<file path="config.mk">
export PLATFORM = sky130hd
export DESIGN_NAME = rgb_fade_engine
export DESIGN_NICKNAME = d
export VERILOG_FILES = /design/src/rtl/rgb_fade_engine.sv
export SDC_FILE = /design/constraint.sdc
export NUM_CORES = 1
export LEC_CHECK = 0
export ABC_AREA = 1
export CAP_MARGIN = 20
export CORE_ASPECT_RATIO = 1.1
export CORE_MARGIN = 2
export CORE_UTILIZATION = 60
export DETAILED_ROUTE_END_ITERATION = 12
export PLACE_DENSITY = 0.83
export SLEW_MARGIN = 20
export SYNTH_ARGS = -nofsm -noshare
export SYNTH_HDL_FRONTEND = slang
export SYNTH_SLANG_ARGS = --single-unit
</file>
<file path="constraint.sdc">
create_clock -name clk -period 9.4 [get_ports clk]
set_clock_uncertainty 0.2 [all_clocks]
set_input_delay 1.88 -clock clk [delete_from_list [all_inputs] [get_ports clk]]
set_output_delay 1.88 -clock clk [all_outputs]
set_load 0.01 [all_outputs]
</file>
<file path="src/rtl/rgb_fade_engine.sv">
// rgb_fade_engine: colour register bank for the LED driver path.
// CH channels of W bits (channel 0 in bits [W-1:0]); each channel can be loaded,
// stepped up/down by STEP with saturation, or faded toward a target colour at a
// programmable rate. color_out feeds the PWM duty inputs.
// Ports:
//   clk, rst_n            clock, asynchronous active-low reset
//   load, data_in         load the packed colour (highest priority, aborts a fade)
//   step_en, dir          one saturating step of every channel (IDLE only), dir=1 subtracts
//   fade_start, target_in start or retarget a fade toward the packed target colour
//   tick_div              fade update every tick_div+1 cycles
//   color_out             registered current colour
//   busy                  high while fading
//   done                  one-cycle pulse when a fade reaches its target
module rgb_fade_engine #(
    parameter int unsigned CH    = 3,
    parameter int unsigned W     = 8,
    parameter int unsigned STEP  = 10,
    parameter int unsigned DIV_W = 16
) (
    input  logic              clk,
    input  logic              rst_n,
    input  logic              load,
    input  logic [CH*W-1:0]   data_in,
    input  logic              step_en,
    input  logic              dir,
    input  logic              fade_start,
    input  logic [CH*W-1:0]   target_in,
    input  logic [DIV_W-1:0]  tick_div,
    output logic [CH*W-1:0]   color_out,
    output logic              busy,
    output logic              done
);

    localparam int unsigned CW = CH * W;
    localparam logic [W:0] STEP_X = (W+1)'(STEP);
    localparam logic [W:0] MAX_X  = {1'b0, {W{1'b1}}};

    typedef enum logic {IDLE, FADE} state_t;

    state_t           state;
    logic [CW-1:0]    target;
    logic [DIV_W-1:0] presc;
    logic [CW-1:0]    step_color;
    logic [CW-1:0]    fade_color;
    logic             tick_c;

    // A count above tick_div (tick_div lowered mid-count) also triggers an update.
    assign tick_c = (presc >= tick_div);

    // Per-channel next values for a saturating step and for one fade move.
    // Arithmetic is done in W+1 bits so nothing wraps.
    always_comb begin
        logic [W:0] cur;
        logic [W:0] tgt;
        logic [W:0] sum;
        logic [W:0] nxt;
        step_color = '0;
        fade_color = '0;
        cur = '0;
        tgt = '0;
        sum = '0;
        nxt = '0;
        for (int c = 0; c < int'(CH); c++) begin
            cur = {1'b0, color_out[c*W +: W]};
            tgt = {1'b0, target[c*W +: W]};
            sum = cur + STEP_X;
            if (dir) begin
                step_color[c*W +: W] = (cur >= STEP_X) ? W'(cur - STEP_X) : '0;
            end else begin
                step_color[c*W +: W] = (sum > MAX_X) ? W'(MAX_X) : W'(sum);
            end
            if (tgt > cur) begin
                nxt = ((tgt - cur) > STEP_X) ? (cur + STEP_X) : tgt;
            end else begin
                nxt = ((cur - tgt) > STEP_X) ? (cur - STEP_X) : tgt;
            end
            fade_color[c*W +: W] = W'(nxt);
        end
    end

    // Control FSM with registered outputs; priority load > fade_start > step/fade.
    always_ff @(posedge clk or negedge rst_n) begin
        if (!rst_n) begin
            state     <= IDLE;
            color_out <= '0;
            target    <= '0;
            presc     <= '0;
            busy      <= 1'b0;
            done      <= 1'b0;
        end else begin
            done <= 1'b0;
            if (load) begin
                color_out <= data_in;
                state     <= IDLE;
                busy      <= 1'b0;
            end else if (fade_start) begin
                target <= target_in;
                presc  <= '0;
                if (state == IDLE && color_out == target_in) begin
                    // Already at target: report completion without entering FADE.
                    done <= 1'b1;
                end else begin
                    state <= FADE;
                    busy  <= 1'b1;
                end
            end else if (state == IDLE) begin
                if (step_en) begin
                    color_out <= step_color;
                end
            end else begin
                if (tick_c) begin
                    presc     <= '0;
                    color_out <= fade_color;
                    if (fade_color == target) begin
                        state <= IDLE;
                        busy  <= 1'b0;
                        done  <= 1'b1;
                    end
                end else begin
                    presc <= presc + DIV_W'(1);
                end
            end
        end
    end

endmodule

</file>
# Word-level counts from Yosys, hierarchy flattened

Index checks and enable logic that the tools add are counted.

Flip-flop bits (word level): 67
Bits of input ports: 70
Word-level logic and storage cells: 95
Output and inout bits: 26

Muxes and demuxes: 43
Order comparisons: 16
Equal/unequal tests: 5
Bitwise operators: 2
$add $sub $neg: 13
Reduce and logical (&&, ||, !) cells: 10

Operators with widths:

| kind                                                               | number |
|---|---|
| 2-to-1 mux 8 bit                                                   | 18 |
| 2-to-1 mux 24 bit                                                  | 5 |
| greater-than comparator 9 x 4 -> 1 bit (second input constant)     | 6 |
| subtractor 8 x 8 -> 9 bit                                          | 6 |
| == test 24 bit                                                     | 2 |
| 2-to-1 mux 16 bit                                                  | 3 |
| adder 8 x 4 -> 9 bit (second input constant)                       | 3 |
| greater-than comparator 9 x 8 -> 1 bit (second input constant)     | 3 |
| greater-or-equal comparator 8 x 4 -> 1 bit (second input constant) | 3 |
| greater-than comparator 8 bit                                      | 3 |
| subtractor 8 x 4 -> 8 bit (second input constant)                  | 3 |
| 2-to-1 mux 1 bit                                                   | 17 |
| adder 16 x 1 -> 16 bit (second input constant)                     | 1 |
| greater-or-equal comparator 16 bit                                 | 1 |
| nonzero test 3 bit                                                 | 4 |
| AND reduction 2 bit                                                | 2 |
| AND reduction 4 bit                                                | 1 |
| inequality test 3 x 2 -> 1 bit (second input constant)             | 1 |
| inequality test 3 bit (second input constant)                      | 1 |
| AND reduction 3 bit                                                | 1 |
| inequality test 2 bit (second input constant)                      | 1 |
| inverter 1 bit                                                     | 2 |
| nonzero test 2 bit                                                 | 1 |
| logical AND 1 bit                                                  | 1 |

# Longest topological paths before layout

Gate-level depths: netlist of the first run.

Depth in word-level cells: 10
Mapped depth: 28
Mapped depth without buffers: 26

# Worst setup path after synthesis of the first run

OpenSTA, ideal clock, no wires.

Path type: input to register
Start point: in tick_div[15]
End point: reg color_out[22]
Path slack: 5,502 ps
Required time: 9,117 ps
Arrival: 3,615 ps
Buffers on the path: 1
Cell stages on the path: 15
Library setup time: 83 ps
Path through: inv_1 -> ha_1 -> nand2_1 -> inv_1 -> nand3_1 -> nor3_1 -> nand3_1 -> nand3_1 -> nor2_1 -> inv_1 -> nand3_1 -> inv_1 -> buf_1 -> o221ai_1 -> o21ai_0

Word-level cells in the longest chain between the ends: 3

Ends and longest elaborated chain:

| element                                  | RTL line | RTL |
|---|---|---|
| start, declared                          | 28       | `input logic [DIV_W-1:0] tick_div,` |
| greater-or-equal comparator 16 bit       | 48       | `assign tick_c = (presc >= tick_div);` |
| inequality test 3 x 2 -> 1 bit (no line) | -        |  |
| AND reduction 3 bit (no line)            | -        |  |
| end signal, assigned                     | 93       | `color_out <= data_in;` |
| end signal, assigned                     | 108      | `color_out <= step_color;` |
| end signal, assigned                     | 113      | `color_out <= fade_color;` |
| end, declared                            | 29       | `output logic [CH*W-1:0] color_out,` |

No other way between the ends.
A chain may end at the register's enable or synchronous reset.

# Worst setup path after layout of the first run

Start point: in load
End point: reg color_out[6]

Word-level cells in the longest chain between the ends: 2
Elaborated cells on any way between the ends: 5
Classes of those cells: 2 x eq/ne; 1 x mux; 2 x reduce/logical

Ends and longest elaborated chain:

| element                                                                | RTL line | RTL |
|---|---|---|
| start, declared                                                        | 22       | `input logic load,` |
| inequality test 3 x 2 -> 1 bit (no line), or another cell as far along | -        |  |
| AND reduction 3 bit (no line)                                          | -        |  |

Several ways; a longest one is shown, not always the timed one.

==> impl_summary.md, run 1 <==
Run status
The run finished with clean final reports.

Global routing
Entering global routing, the biggest net connects just under 70 pins. The via count of the first global-routing pass is 10.14k. In the global route stage, overall resource usage came out at 0.3497. Global routing finished with a remaining overflow of 0. The first global-routing pass estimated slightly below 50000 um of wire. The number of antenna violations at the first check in global routing came to 0.

Synthesis
The synthesized design contains 67 register bits. The netlist uses 46 different library cells. The post-synth net total is 1746.

The summed instance area of the synthesized netlist is around 9600 sq um. Averaged over all synthesized cells, the footprint is around 6.0 sq um. Yosys printed 0 warnings.

The share of the Yosys chip area taken by registers is 0.1754. The post-synthesis instance total is 1594.

Die
Measured along the y axis, the die boundary spans ~140 um. The die area is approximately 17000 sq um. The number of core rows is 48. For this design the top-level I/O count stands at 96. After floorplanning, the core was sized to cover 15620 sq um. For this configuration, the core starts out at a cell density of 0.6123.

The chip width is 124.4 um.

Critical path
The combined buffer and inverter count along the critical path is 5. The slowest stage of the critical path belongs to the cell sky130_fd_sc_hd__nor2_1. The worst path arrival time is around 5000 ps.

Traced cell by cell, the critical path runs through clkdlybuf4s50_1, buf_4, nor2_1, inv_1, or2_2, nand3_1, clkinv_1, buf_8, o211ai_1, o21ai_0. Broken down by cell family, the worst path's largest delay share belongs to buffers and inverters. STA classifies the critical path endpoint as a flip-flop.

The worst setup path is launched from an input pin. The top fanout value on the critical path is 28. The reg2reg setup slack is between 5000 and 6000 ps. On the worst path, the slowest cell contributes a delay of 740 ps. The setup path with the least slack is of type in -> reg. For the worst setup path, the data required time is roughly 9400 ps.

STA
The final worst hold slack is 327.6 ps. The max-slew violation count is 0. Static timing analysis puts the maximum clock frequency at between 150 and 200 MHz. For the final routed database, the setup TNS stands at 0 ps. The number of endpoints with negative hold slack in the final report was 0. The relative max-transition margin is 0.3636.

Subtracting the final worst setup slack from the clock period gives around 5000 ps. The final worst-path setup slack is 4319 ps. The transition at the pin with the smallest max-transition slack is 954.6 ps.

The share of the clock period used by the worst path after layout is 0.5406. Setup repair after global routing left no endpoint under its margin. Setup violations remaining at the end of the flow were counted as 0.

Power and ir drop
The cell leakage power is around 5.6 nW. IR analysis of the VDD net gives a maximum drop of approximately 170 uV. In this run the power density over the cells is approximately 270 nW/um^2.

Clock network
The total number of clock tree sinks is between 60 and 70. The largest buffer count on any clock path is 2. TritonCTS created 9 clock buffers. The number of buffers inserted by hold repair at cts is 0.

Clock-pin slew was measured on the worst setup and hold paths at 70 ps. The buffer cell driving the clock tree root is sky130_fd_sc_hd__clkbuf_16. The later pin in the worst-skew pair is clocked with a latency of approximately 350 ps. The TritonCTS clock tree is built.

Gates resized during post-CTS repair numbered 0. In this run the number of H-tree levels came out at 3. Buffers added to address setup during post-CTS repair amount to 0.

Placement
At the placement stage, the worst setup path has a slack of 4105 ps. The weighted congestion at the end of routability-driven global placement is 0.9677. The number of port buffers is 95. Detailed placement finished with a half-perimeter wire length of 22960 um.

Once placement completed, the tool counted placed cells totaling 1847.

Detailed routing
The via count of the routed design is 11.07k. After detailed routing, the average wire length per cell comes to approximately 16 um. The antenna violation net count after detailed routing is 0. For this block, the initial DRC count from the detailed router was 1050. The number of remaining DRC errors is 0. The via count normalized by instance count is roughly 5.9. Summed over all layers, the routed wires come to around 30000 um. The first TritonRoute pass finished after 6 iterations.

Cells and area
The most frequent standard cell in the layout excluding fill and tap cells is sky130_fd_sc_hd__nand2_1. Fill cells in the final layout number roughly 1.4k. For this run, the number of standard cells in the final layout without fillers is roughly 1.9k. In the final layout, the share of cells above drive strength 1 is 0.06246.

The number of diodes is 0. For this run, the post-layout net count is 1812. Compared with the post-synthesis result, the final layout area differs by 13.56%. The register cell area after layout is roughly 1700 sq um. The footprint of the multi-input gates is 6825 sq um. In the layout the commonest cells are 504 x sky130_fd_sc_hd__nand2_1, 248 x sky130_fd_sc_hd__nand3_1, 205 x sky130_fd_sc_hd__inv_1, 100 x sky130_fd_sc_hd__nor2_1, 94 x sky130_fd_sc_hd__clkdlybuf4s50_1.

Run
The total of max-cap violations is 0.

Hold path
The tightest min-delay check is of the reg -> reg type.
[synthesized netlist by cell type, drive strengths merged]
| cell | count | area share |
|---|---|---|
| a221oi | 4 | 0.0037 |
| fa | 6 | 0.013 |
| a211oi | 4 | 0.0031 |
| a2111oi | 1 | 0.00092 |
| buf | 25 | 0.019 |
| a31oi | 5 | 0.0033 |
| dfrtp | 67 | 0.18 |
| o21ai | 71 | 0.037 |
| nor3 | 14 | 0.0073 |
| o2111ai | 5 | 0.0046 |
| xnor2 | 9 | 0.0082 |
| ha | 76 | 0.099 |
| nand3 | 261 | 0.14 |
| nor2 | 117 | 0.056 |
| clkinv | 3 | 0.0012 |
| o2bb2ai | 1 | 0.00092 |
| clkbuf | 20 | 0.0079 |
| a22oi | 2 | 0.0016 |
| xor2 | 35 | 0.032 |
| o221ai | 2 | 0.0018 |
| o22ai | 15 | 0.0098 |
| o32ai | 2 | 0.0018 |
| a21oi | 42 | 0.023 |
| a32oi | 5 | 0.0046 |
| inv | 213 | 0.084 |
| nor4 | 1 | 0.00065 |
| nand3b | 4 | 0.0031 |
| nand2 | 539 | 0.22 |
| nand4 | 20 | 0.013 |
| a41oi | 6 | 0.0055 |
| a211o | 1 | 0.00092 |
| or2 | 8 | 0.0052 |
| o21bai | 1 | 0.00079 |
| o211ai | 9 | 0.0071 |
[report_power, final]
part	internal, mW	switching (mW)
logic	0.702	1.40
clock network	0.183	0.155
registers	0.335	0.110
[tightest hold or removal path, delay by kind of cell (launching register included)]
family           cells  cell delay [ps]
flip-flops           1              380
AND/OR/NAND/NOR      2              120
[cell type report]
class / instances / share of cell area
timing repair buffer: 100 / 0.09312
inverter: 216 / 0.07468
clock inverter: 7 / 0.005301
multi-input combinational: 1266 / 0.6287
sequential: 67 / 0.1544
clock buffer: 9 / 0.02074
tap: 200 / 0.02305
[per-stage QoR]
stage	total power, mW	util	instance area, sq um
after floorplan	2.002	-	9560
after global placement	2.455	0.6744	10530
after detailed placement	2.480	0.6744	10530
after CTS	2.827	0.6925	10810
after global routing	3.143	0.6953	10860
final	2.882	0.6953	10860
[sequential cells by signal (all words and copies together) (netlist names)]
register / flops
busy: 1
target: 24
state: 1
done: 1
color_out: 24
presc: 16
[path summary, 6_finish.rpt]
path | start | end | cells past startpoint
max | load | color_out[6]$_DFFE_PN0P_ | 10
min | busy$_DFFE_PN0P_ | busy$_DFFE_PN0P_ | 2
max reg2reg | color_out[17]$_DFFE_PN0P_ | done$_DFF_PN0_ | 23
min reg2reg | busy$_DFFE_PN0P_ | busy$_DFFE_PN0P_ | 2
max in group asynchronous | rst_n | target[5]$_DFFE_PN0P_ | 2
min in group asynchronous | rst_n | target[1]$_DFFE_PN0P_ | 2
[cell families (layout without fill, tap and decap cells)]
logic type                 after synthesis  in the layout  share of synthesized area
buffers and inverters                  261            332                     0.1115
AOI/OAI and AO/OA                      176            176                     0.1103
and+or+nand+nor                        964            964                     0.4505
xor gates and xnor gates                44             44                    0.04031
DFF                                     67             67                     0.1754
adders and majority gates               82             82                     0.1120
[per-layer routing]
metal	vias up	global-route usage	routed length (um)
met5	-	0	0
met4	0	0.1823	1550
met3	121	0.04880	2435
met2	564	0.5820	13540
met1	5051	0.4447	12260
li1	5334	-	-
(Power assumes the default switching activity.)
==> run 2, diff against run 1 <==
CORE_UTILIZATION = 54   (was 60)
PLACE_DENSITY = 0.79   (was 0.83)
clock period = 4.3 ns   (was 9.4 ns; I/O delays follow)
==> impl_summary.md, run 2 (synthesis gave the netlist of run 1 again) <==
Run status
The flow ran to the end, and the final reports show no timing, DRC or antenna violations.

Die
The placeable core region is 17550 sq um (+12%). The chip height is 143.6 um (+5.2%). The initial core utilization is 0.5448 (-0.06745). The chip width came to 130.9 um (+5.2%).

The number of core rows was 51 (+6.3%). The top-level port count came to 96 (unchanged). The die area was 18790 sq um (+11%).

Global routing
The number of antenna violations at the first check in global routing is 1 (+1). The wire length of the first global-routing pass came to 50930 um (+4.9%). The total global routing overflow is 0 (unchanged). The via count of the first global-routing pass is 10.35k (+2.1%).

The maximum number of pins on one net before global-route repair is 57 (-16%). The combined global-route utilization of all metal layers is 0.3433 (-0.006413).

Critical path
In this run the critical register-to-register path is launched from color_out[6]$_DFFE_PN0P_. The worst setup path is captured at a flip-flop. The worst path arrival time was 3900 ps (-1200 ps). The reg2reg setup slack is 460 ps (-4780 ps). The depth of the most critical reg-to-reg path is 21 (-8.7%). The element type at the critical path start is a flip-flop. The critical path is of the reg -> reg type. The endpoint identified for the worst register-to-register timing path is done$_DFF_PN0_. The data required time of the worst path was 4370 ps (-5050 ps). The top fanout value on the critical path is 13 (-54%).

STA
The transition at the pin with the smallest max-transition slack was 819.6 ps (-135.1 ps). Setup repair after global routing left no endpoint under its margin. Static timing analysis puts the maximum clock frequency at 260.7 MHz. Of the available clock period, the critical path in the final layout requires 0.8921. The number of endpoints with negative hold slack in the final report is 0 (unchanged). The relative max-transition margin is 0.4536 (+0.09005). The number of endpoints failing setup at the final stage was 0 (unchanged). The total negative slack is 0 ps (unchanged). The minimum clock period after layout is between 3000 and 4000 ps. The max-slew violation count is 0 (unchanged).

Run
The total of max-cap violations was 0 (unchanged).

Power and ir drop
The total power is 6.573 mW (+130%). The sequential share of power is 0.142 (-0.012). The part of the total power dissipated in the clock network is 0.134 (+0.017). The worst IR drop on VDD is 408.3 uV (+150%).

The total internal power is 2.905 mW (+140%). The cell leakage power is 5.661 nW (+1.9%). The power density over the cells was 593.5 nW/um^2 (+120%).

The switching share of power is 0.5580 (-0.01872). The net switching power of the design is 3.668 mW (+120%). The share of power burned in combinational logic was 0.724 (-0.005).

Detailed routing
The sum of routed wire length over all layers was 31900 um (+7.1%). The number of optimization iterations in the first detailed-route pass is 5 (-1). The violation count after the first detailed-route iteration is 1175 (+12%). The antenna violation net count after detailed routing is 0 (unchanged). The via count normalized by instance count is 5.785 (-2.5%). The via count of the routed design is 11.10k (+0.23%). The average wire length per cell after detail routing is 16.63 um (+4.1%). The number of remaining DRC errors is 0 (unchanged).

Clock network
The number of buffers inserted by hold repair at cts is 0 (unchanged). The number of clock buffers inserted by TritonCTS is 9 (unchanged). The buffer cell driving the clock tree root is sky130_fd_sc_hd__clkbuf_16.

TritonCTS built the clock tree. The clock latency on the worst-skew pair is 350 ps (about the same). The post-CTS setup buffer count is 0 (unchanged). The number of resized instances in the post-cts repair step is 0 (unchanged). The total number of clock tree sinks is 67 (unchanged). The largest buffer count on any clock path is 2 (unchanged). The clock-pin slew on the worst setup and hold paths is 60 ps (about the same).

The depth of the CTS H-tree came to 3 (unchanged).

Cells and area
The net count reported at finish came to 1828 (+0.88%). The library cells used most frequently in the layout, excluding fill and tap cells, are 503 x sky130_fd_sc_hd__nand2_1, 248 x sky130_fd_sc_hd__nand3_1, 206 x sky130_fd_sc_hd__inv_1, 100 x sky130_fd_sc_hd__nor2_1, 94 x sky130_fd_sc_hd__clkdlybuf4s50_1. The number of diodes is 0 (unchanged). The utilization after layout is 0.6311 (-0.06419).

The final instance area was 11070 sq um (+2.0%). Leaving out fill and tap cells, the most frequent cell in the layout is sky130_fd_sc_hd__nand2_1. The count of non-filler cells in the finished layout came to 1918 (+2.8%).

The proportion of layout cells with a drive suffix above 1 is 0.07143 (+0.008966). The area added between synthesis and finish is 15.84%. The largest registers in the layout are color_out: 24 flops, target: 24 flops, presc: 16 flops.

Hold path
In this run the worst hold path is classified as in -> async.

Placement
The standard cell area after detailed placement is 10730 sq um (+1.9%). The number of placed instances with taps included is 1903 (+3.0%). The sum of net half-perimeters after detailed placement came to 24380 um (+6.1%). The weighted congestion at the end of routability-driven global placement came to 1.040 (+7.5%). The number of port buffers is 95 (unchanged).
==> run 2: cell count changes in the layout (fill, tap and decap cells not counted), sizes merged <==
| cell | change |
|---|---|
| inv | -3 |
| buf | +16 |
| clkinvlp | -1 |
| bufinv | +3 |
==> run 2: power groups by stage <==
stage | Clock (mW) | Sequential [mW] | Combinational (mW)
after floorplan | 0 | 0.916 | 3.46
after global placement | 0 | 0.934 | 4.54
after detailed placement | 0 | 0.937 | 4.61
after CTS | 0.881 | 0.928 | 4.64
after global routing | 0.908 | 0.950 | 5.28
final | 0.882 | 0.933 | 4.76
==> run 2: metal layers <==
| layer | GRT usage | part of all wire |
|---|---|---|
| met5 | 0 | 0.00041 |
| met4 | 0.1657 | 0.047 |
| met2 | 0.5592 | 0.47 |
| met3 | 0.06590 | 0.097 |
| met1 | 0.4355 | 0.39 |
==> run 2: final cells by class <==
| cell class | instances | area [sq um] |
|---|---|---|
| Timing Repair Buffer | 116 | 1116 |
| Inverter | 216 | 810.8 |
| Fill cell | 1715 | 6474 |
| Multi-Input combinational cell | 1266 | 6833 |
| Tap cell | 238 | 297.8 |
| Clock inverter | 6 | 115.1 |
| Clock buffer | 9 | 225.2 |
| Sequential cell | 67 | 1677 |
==> run 2: critical path, cell delays in order (launching register included) <==
cell	delay (ps)
sky130_fd_sc_hd__dfrtp_1	520
sky130_fd_sc_hd__inv_1	220
sky130_fd_sc_hd__ha_1	450
sky130_fd_sc_hd__nand2_2	120
sky130_fd_sc_hd__inv_1	50
sky130_fd_sc_hd__a21oi_1	180
sky130_fd_sc_hd__nand2_1	70
sky130_fd_sc_hd__nand2_1	60
sky130_fd_sc_hd__nand2_1	80
sky130_fd_sc_hd__nor2_4	310
sky130_fd_sc_hd__nand2_2	280
sky130_fd_sc_hd__nand2_1	140
sky130_fd_sc_hd__nand3_1	120
sky130_fd_sc_hd__nand2_1	160
sky130_fd_sc_hd__nand2_1	60
sky130_fd_sc_hd__nand2_1	50
sky130_fd_sc_hd__nand2_1	40
sky130_fd_sc_hd__nor2_1	100
sky130_fd_sc_hd__nand2_1	90
sky130_fd_sc_hd__nor2_2	160
sky130_fd_sc_hd__nand4_1	110
sky130_fd_sc_hd__a21oi_1	170
==> run 2: worst max path at each step <==
stage | startpoint | end | slack, ps | cells after the start
2_1_floorplan | color_out[20]$_DFFE_PN0P_ | busy$_DFFE_PN0P_ | 1250 | 25
6_report | color_out[6]$_DFFE_PN0P_ | done$_DFF_PN0_ | 460 | 21
3_3_place_gp | color_out[20]$_DFFE_PN0P_ | done$_DFF_PN0_ | 300 | 20
3_5_place_dp | color_out[17]$_DFFE_PN0P_ | done$_DFF_PN0_ | 260 | 22
4_1_cts | color_out[17]$_DFFE_PN0P_ | done$_DFF_PN0_ | 240 | 22
5_1_grt | color_out[17]$_DFFE_PN0P_ | done$_DFF_PN0_ | 150 | 23
==> run 2: stage by stage <==
step / worst slack, ps / hold WS [ps]
after global routing: 147.3 / 221.2
final: 464.0 / 196.1
after floorplan: 1255 / 297.1
after global placement: 301.3 / 311.3
after detailed placement: 261.1 / 305.6
after CTS: 241.2 / 209.8
